===== src/rtl/fft_pkg.sv =====
//------------------------------------------------------------------------------
// fft_pkg
// Declarations shared by the FFT peripheral stages:
//   POWER_W      - width of a magnitude-squared (power) word
//   MAG_W        - width of a magnitude word
//   sqrt_state_t - state encoding of the power_sqrt stage (IDLE/CALC/DONE)
//------------------------------------------------------------------------------
`timescale 1ns/1ps
package fft_pkg;

   localparam int POWER_W = 32;
   localparam int MAG_W   = 16;

   typedef enum logic [1:0] {
      IDLE = 2'd0,
      CALC = 2'd1,
      DONE = 2'd2
   } sqrt_state_t;

endpackage


===== src/rtl/power_sqrt_sqrt_step.sv =====
//------------------------------------------------------------------------------
// sqrt_step
// One digit step of the digit-by-digit integer square root. The step appends
// the next two radicand bits to the partial remainder and tries to subtract
// the trial value (root<<2)|1.
// Ports:
//   rem       - partial remainder in (OUT_W+2 bits)
//   root      - partial root in (OUT_W bits)
//   bits      - next two radicand bits, most significant first
//   rem_next  - partial remainder out
//   root_next - partial root out (one more resolved bit)
//------------------------------------------------------------------------------
`timescale 1ns/1ps
module sqrt_step #(
   parameter int OUT_W = 16
) (
   input  logic [OUT_W+1:0] rem,
   input  logic [OUT_W-1:0] root,
   input  logic [1:0]       bits,
   output logic [OUT_W+1:0] rem_next,
   output logic [OUT_W-1:0] root_next
);

   logic [OUT_W+1:0] rem_sh_s;
   logic [OUT_W+1:0] trial_s;
   logic             fits_s;

   // Trial subtraction for one root bit. The remainder never exceeds 2*root,
   // and root has at most OUT_W-1 bits before the last step, so dropping the
   // top two remainder bits on the shift loses nothing.
   always_comb begin
      rem_sh_s = {rem[OUT_W-1:0], bits};
      trial_s  = {root, 2'b01};
      fits_s   = (rem_sh_s >= trial_s);
      if (fits_s) begin
         rem_next  = rem_sh_s - trial_s;
         root_next = {root[OUT_W-2:0], 1'b1};
      end else begin
         rem_next  = rem_sh_s;
         root_next = {root[OUT_W-2:0], 1'b0};
      end
   end

endmodule


===== src/rtl/power_sqrt.sv =====
//------------------------------------------------------------------------------
// power_sqrt
// Streaming integer square root after the magnitude-squared stage: converts a
// DATA_W-bit power word into an OUT_W = DATA_W/2 bit magnitude, resolving
// BITS_PER_CYCLE root bits per clock. One word is in flight at a time; the
// result sits in a single output register until downstream takes it.
// Ports:
//   i_clk, i_rst_n  - clock, synchronous active-low reset
//   i_data          - radicand (power), DATA_W bits
//   i_data_valid    - upstream word valid
//   o_data_ready    - high only in IDLE and out of reset
//   o_data          - root, OUT_W bits
//   o_data_valid    - result valid, held until i_data_ready
//   i_data_ready    - downstream accepts result
// Build option:
//   POWER_SQRT_ROUND_EN - round to nearest (saturating) instead of floor.
// DATA_W must be even and >= 4; BITS_PER_CYCLE is 1 or 2 and divides OUT_W.
//------------------------------------------------------------------------------
`timescale 1ns/1ps
module power_sqrt
   import fft_pkg::*;
#(
   parameter int DATA_W         = POWER_W,
   parameter int BITS_PER_CYCLE = 1
) (
   input  logic                i_clk,
   input  logic                i_rst_n,
   input  logic [DATA_W-1:0]   i_data,
   input  logic                i_data_valid,
   output logic                o_data_ready,
   output logic [DATA_W/2-1:0] o_data,
   output logic                o_data_valid,
   input  logic                i_data_ready
);

   localparam int OUT_W  = DATA_W / 2;
   localparam int REM_W  = OUT_W + 2;
   localparam int ITERS  = OUT_W / BITS_PER_CYCLE;
   localparam int ITER_W = $clog2(ITERS + 1);
   localparam int SH_W   = 2 * BITS_PER_CYCLE;

   sqrt_state_t       state_r;
   logic [DATA_W-1:0] rad_r;
   logic [OUT_W-1:0]  root_r;
   logic [REM_W-1:0]  rem_r;
   logic [ITER_W-1:0] iter_r;
   logic [OUT_W-1:0]  o_data_r;
   logic              o_data_valid_r;

   logic [REM_W-1:0]  rem_a_s;
   logic [OUT_W-1:0]  root_a_s;
   logic [REM_W-1:0]  rem_fin_s;
   logic [OUT_W-1:0]  root_fin_s;
   logic [OUT_W-1:0]  result_s;

   // First digit step always consumes the top two radicand bits.
   sqrt_step #(.OUT_W(OUT_W)) u_step0 (
      .rem       (rem_r),
      .root      (root_r),
      .bits      (rad_r[DATA_W-1 -: 2]),
      .rem_next  (rem_a_s),
      .root_next (root_a_s)
   );

   if (BITS_PER_CYCLE == 2) begin : g_two_steps
      sqrt_step #(.OUT_W(OUT_W)) u_step1 (
         .rem       (rem_a_s),
         .root      (root_a_s),
         .bits      (rad_r[DATA_W-3 -: 2]),
         .rem_next  (rem_fin_s),
         .root_next (root_fin_s)
      );
   end else begin : g_one_step
      assign rem_fin_s  = rem_a_s;
      assign root_fin_s = root_a_s;
   end

`ifdef POWER_SQRT_ROUND_EN
   // Round to nearest: n >= (r+0.5)^2 reduces to rem > root for integers;
   // an all-ones root saturates instead of wrapping.
   always_comb begin
      if ((rem_fin_s > {2'b00, root_fin_s}) && (root_fin_s != {OUT_W{1'b1}})) begin
         result_s = root_fin_s + {{(OUT_W-1){1'b0}}, 1'b1};
      end else begin
         result_s = root_fin_s;
      end
   end
`else
   assign result_s = root_fin_s;
`endif

   // Control FSM with datapath registers and registered outputs.
   always_ff @(posedge i_clk) begin
      if (!i_rst_n) begin
         state_r        <= IDLE;
         rad_r          <= {DATA_W{1'b0}};
         root_r         <= {OUT_W{1'b0}};
         rem_r          <= {REM_W{1'b0}};
         iter_r         <= {ITER_W{1'b0}};
         o_data_r       <= {OUT_W{1'b0}};
         o_data_valid_r <= 1'b0;
      end else begin
         case (state_r)
            IDLE: begin
               if (i_data_valid) begin
                  rad_r   <= i_data;
                  root_r  <= {OUT_W{1'b0}};
                  rem_r   <= {REM_W{1'b0}};
                  iter_r  <= ITER_W'(ITERS);
                  state_r <= CALC;
               end
            end
            CALC: begin
               rem_r  <= rem_fin_s;
               root_r <= root_fin_s;
               rad_r  <= {rad_r[DATA_W-SH_W-1:0], {SH_W{1'b0}}};
               iter_r <= iter_r - ITER_W'(1);
               if (iter_r == ITER_W'(1)) begin
                  o_data_r       <= result_s;
                  o_data_valid_r <= 1'b1;
                  state_r        <= DONE;
               end
            end
            DONE: begin
               if (i_data_ready) begin
                  o_data_valid_r <= 1'b0;
                  state_r        <= IDLE;
               end
            end
            default: begin
               o_data_valid_r <= 1'b0;
               state_r        <= IDLE;
            end
         endcase
      end
   end

   // Ready depends on state and reset only, never on i_data_ready.
   assign o_data_ready = (state_r == IDLE) && i_rst_n;
   assign o_data       = o_data_r;
   assign o_data_valid = o_data_valid_r;

endmodule


===== config.mk =====
export PLATFORM = sky130hd
export DESIGN_NAME = power_sqrt
export DESIGN_NICKNAME = d
export VERILOG_FILES = /design/src/rtl/fft_pkg.sv /design/src/rtl/power_sqrt_sqrt_step.sv /design/src/rtl/power_sqrt.sv
export SDC_FILE = /design/constraint.sdc
export NUM_CORES = 1
export LEC_CHECK = 0
export ABC_AREA = 1
export CAP_MARGIN = 15
export CORE_ASPECT_RATIO = 0.7
export CORE_MARGIN = 1
export CORE_UTILIZATION = 30
export DETAILED_ROUTE_END_ITERATION = 10
export GPL_TIMING_DRIVEN = 0
export PLACE_DENSITY = 0.56
export SLEW_MARGIN = 30
export SYNTH_ARGS = -nofsm -noshare
export SYNTH_HDL_FRONTEND = slang
export SYNTH_SLANG_ARGS = --single-unit

===== constraint.sdc =====
create_clock -name i_clk -period 1.8 [get_ports i_clk]
set_input_delay 0.27 -clock i_clk [delete_from_list [all_inputs] [get_ports i_clk]]
set_output_delay 0.27 -clock i_clk [all_outputs]
set_load 0.03 [all_outputs]

==> out/qor.txt <==
layout cell share with drive strength beyond 1 = 0.298
Crit Path Max Fanout = 6
number of I/O port buffers = 53
Yosys reg bits = 88
failing checks = negative setup slack
synthesis-to-finish area growth = 42.9%
Die H = 108 µm
full die area = 16,500 µm²
initial DRC count = 323
WP data arrival = 2100 ps
R2R setup slack = -90 ps
number of fillers in the final layout = 1,568
Seq/Total Area, Yosys = 0.368
Crit. End Element = flip-flop
endpoints failing hold = 0
f_max = 0.529 GHz
CTS root buffer = clkbuf_16
Mapped Area = 4790 µm²
Worst Hold Slack = 280 ps
Cell variety after synth = 35
status = complete, but fails checks
period utilization = 1.05
Final Slew Violations = 0
Final setup viols = 16
WL/cell = 14.3 µm
DP Worst Slack = -613 ps
first-pass GRT wire length = 23,300 µm
worst endpoint required time = 2010 ps
setup ws final = -89.2 ps
Ports = 54
Rows = 38
Vias per Instance = 4.71
maximum clock insertion buffer count = 2
GRT Util Overall = 0.181
TritonCTS clock tree = done
syn avg cell area = 6.94 µm²
Initial Utilization = 0.308
RSZ-0062 raised after global routing = yes
vias in the first global route = 4,309
detailed placer's ending HPWL = 10,300 µm
Post-DRT Antenna Nets = 0
TritonCTS Buffers = 9
DRC viols = 0
Worst-Margin Slew = 720 ps
Setup CP Type = reg2reg
Async SR Flop Fraction = 0
hold buffer count at CTS = 0
Clk pin slew, worst setup/hold paths = 60 ps
core area = 15,500 µm²
number of synthesized flops with an enable pin = 0
largest net degree at the start of global routing = 15
grt total ovfl = 0
initial antenna violation count = 0
vias = 4,729
Die Span X = 153 µm
commonest non-fill, non-tap cell in the layout = nand2_1
startpoint class of the critical path = flip-flop
most frequent cells in the layout = 213 x nand2_1, 66 x dfxtp_1, 62 x inv_1, 51 x clkdlybuf4s50_1, 44 x buf_4
# clock sinks = 88
Worst Hold Launch = i_rst_n
Hold Path Class = in2reg
Syn Nets = 747
max-cap violations = 0
launch point of the critical path = root_r[0]$_SDFFE_PN0P_
skew final = 5.40 ps
post-layout util = 0.441
Antenna Diode Count = 0
H-Tree Depth = 3
Synth Instances = 691
reg2reg start = root_r[0]$_SDFFE_PN0P_
ys flop type = dfxtp_1
gpl congestion = 0.851
Tmin final = 1890 ps
Ys Warns = 0
NumNets Final = 854
setup TNS = -769 ps
Clock Latency Late Sink = 330 ps
drt first pass iters = 5
Slew Limit Headroom = 0.520
Detailed Route WL = 14,300 µm
[registers in the layout (all words and copies together) (netlist names)]
| name | count |
|---|---|
| root_r | 16 |
| o_data | 16 |
| rad_r | 32 |
| rem_r | 16 |
| state_r | 2 |
| o_data_valid | 1 |
| iter_r | 5 |
[Yosys cell counts (2+ instances only)]
| library cell | n | share of area |
|---|---|---|
| nand4_1 | 4 | 0.0052 |
| o21ai_0 | 5 | 0.0052 |
| inv_1 | 81 | 0.063 |
| a211oi_1 | 15 | 0.023 |
| nand3b_1 | 12 | 0.019 |
| nand2_4 | 2 | 0.0047 |
| nor2_2 | 3 | 0.0039 |
| a31oi_1 | 20 | 0.026 |
| buf_6 | 2 | 0.0047 |
| nand2_2 | 13 | 0.017 |
| a21oi_1 | 36 | 0.038 |
| ha_1 | 20 | 0.052 |
| buf_4 | 4 | 0.0063 |
| buf_2 | 8 | 0.0084 |
| nor2_1 | 34 | 0.027 |
| nor3_1 | 3 | 0.0031 |
| xnor2_1 | 4 | 0.0073 |
| nand3_2 | 10 | 0.021 |
| a22oi_1 | 12 | 0.019 |
| nand3_1 | 36 | 0.038 |
| inv_2 | 3 | 0.0023 |
| xor2_1 | 2 | 0.0037 |
| and2_1 | 4 | 0.0052 |
| clkbuf_1 | 16 | 0.013 |
| dfxtp_1 | 88 | 0.37 |
| a21oi_2 | 10 | 0.018 |
| nand2_1 | 236 | 0.18 |
[through the flow]
stage          std cells  cell area, µm²
2_1_floorplan        691            4790
3_3_place_gp         944            5570
3_5_place_dp         944            5570
4_1_cts              990            6570
5_1_grt             1003            6850
6_report            1003            6850
[layer usage]
layer | GRT usage | share of wire | routed length (µm) | vias to the layer above
met5 | 0 | 0 | 0 | -
met4 | 0.0281 | 0.0052 | 74 | 0
met3 | 0.0362 | 0.054 | 770 | 9
met2 | 0.253 | 0.40 | 5710 | 121
met1 | 0.282 | 0.54 | 7800 | 2166
li1 | - | - | - | 2433
[logic make-up after synthesis]
group | after synthesis | share of synthesized area
xor+xnor | 6 | 0.0110
simple gates | 360 | 0.333
fa+ha+maj | 20 | 0.0522
flops | 88 | 0.368
compound gates | 100 | 0.133
buf+inv | 117 | 0.103
[area by class of cell]
type | instances | area (µm²) | area share
clock inverter | 5 | 55.1 | 0.00804
multi-input combinational | 487 | 3090 | 0.451
tap | 200 | 250 | 0.0365
sequential | 88 | 1790 | 0.261
buffer | 32 | 196 | 0.0287
inverter | 85 | 328 | 0.0479
timing repair buffer | 95 | 890 | 0.130
clock buffer | 11 | 253 | 0.0369
[worst max-delay path, cell delays in order (launching register included)]
cell	delay [ps]
dfxtp_2	360
inv_2	60
ha_4	280
nand2_4	80
nor2_4	110
nand3_2	110
nor2_4	110
nor2_4	50
buf_12	140
nand2_8	100
buf_8	140
nand3_2	80
nand3_2	70
a21oi_2	50
[what timing repair did]
| action | CTS | global route |
|---|---|---|
| pin swaps | 27 | 25 |
| gates cloned | 2 | 0 |
| gates resized for setup | 119 | 57 |
| setup endpoints to repair | 19 | 67 |
| buffers inserted | 30 | 14 |
[final timing paths]
kind                             to  cells after the start
max reg2reg  rem_r[10]$_SDFFE_PN0P_                     13
max          rem_r[10]$_SDFFE_PN0P_                     13
min          rad_r[31]$_SDFFE_PN0P_                      3
min reg2reg   rad_r[0]$_SDFFE_PN0P_                      2
Power is left out: the tool's default activity adds up to more than one toggle a clock period on the data nets, which glitch-free logic cannot reach.
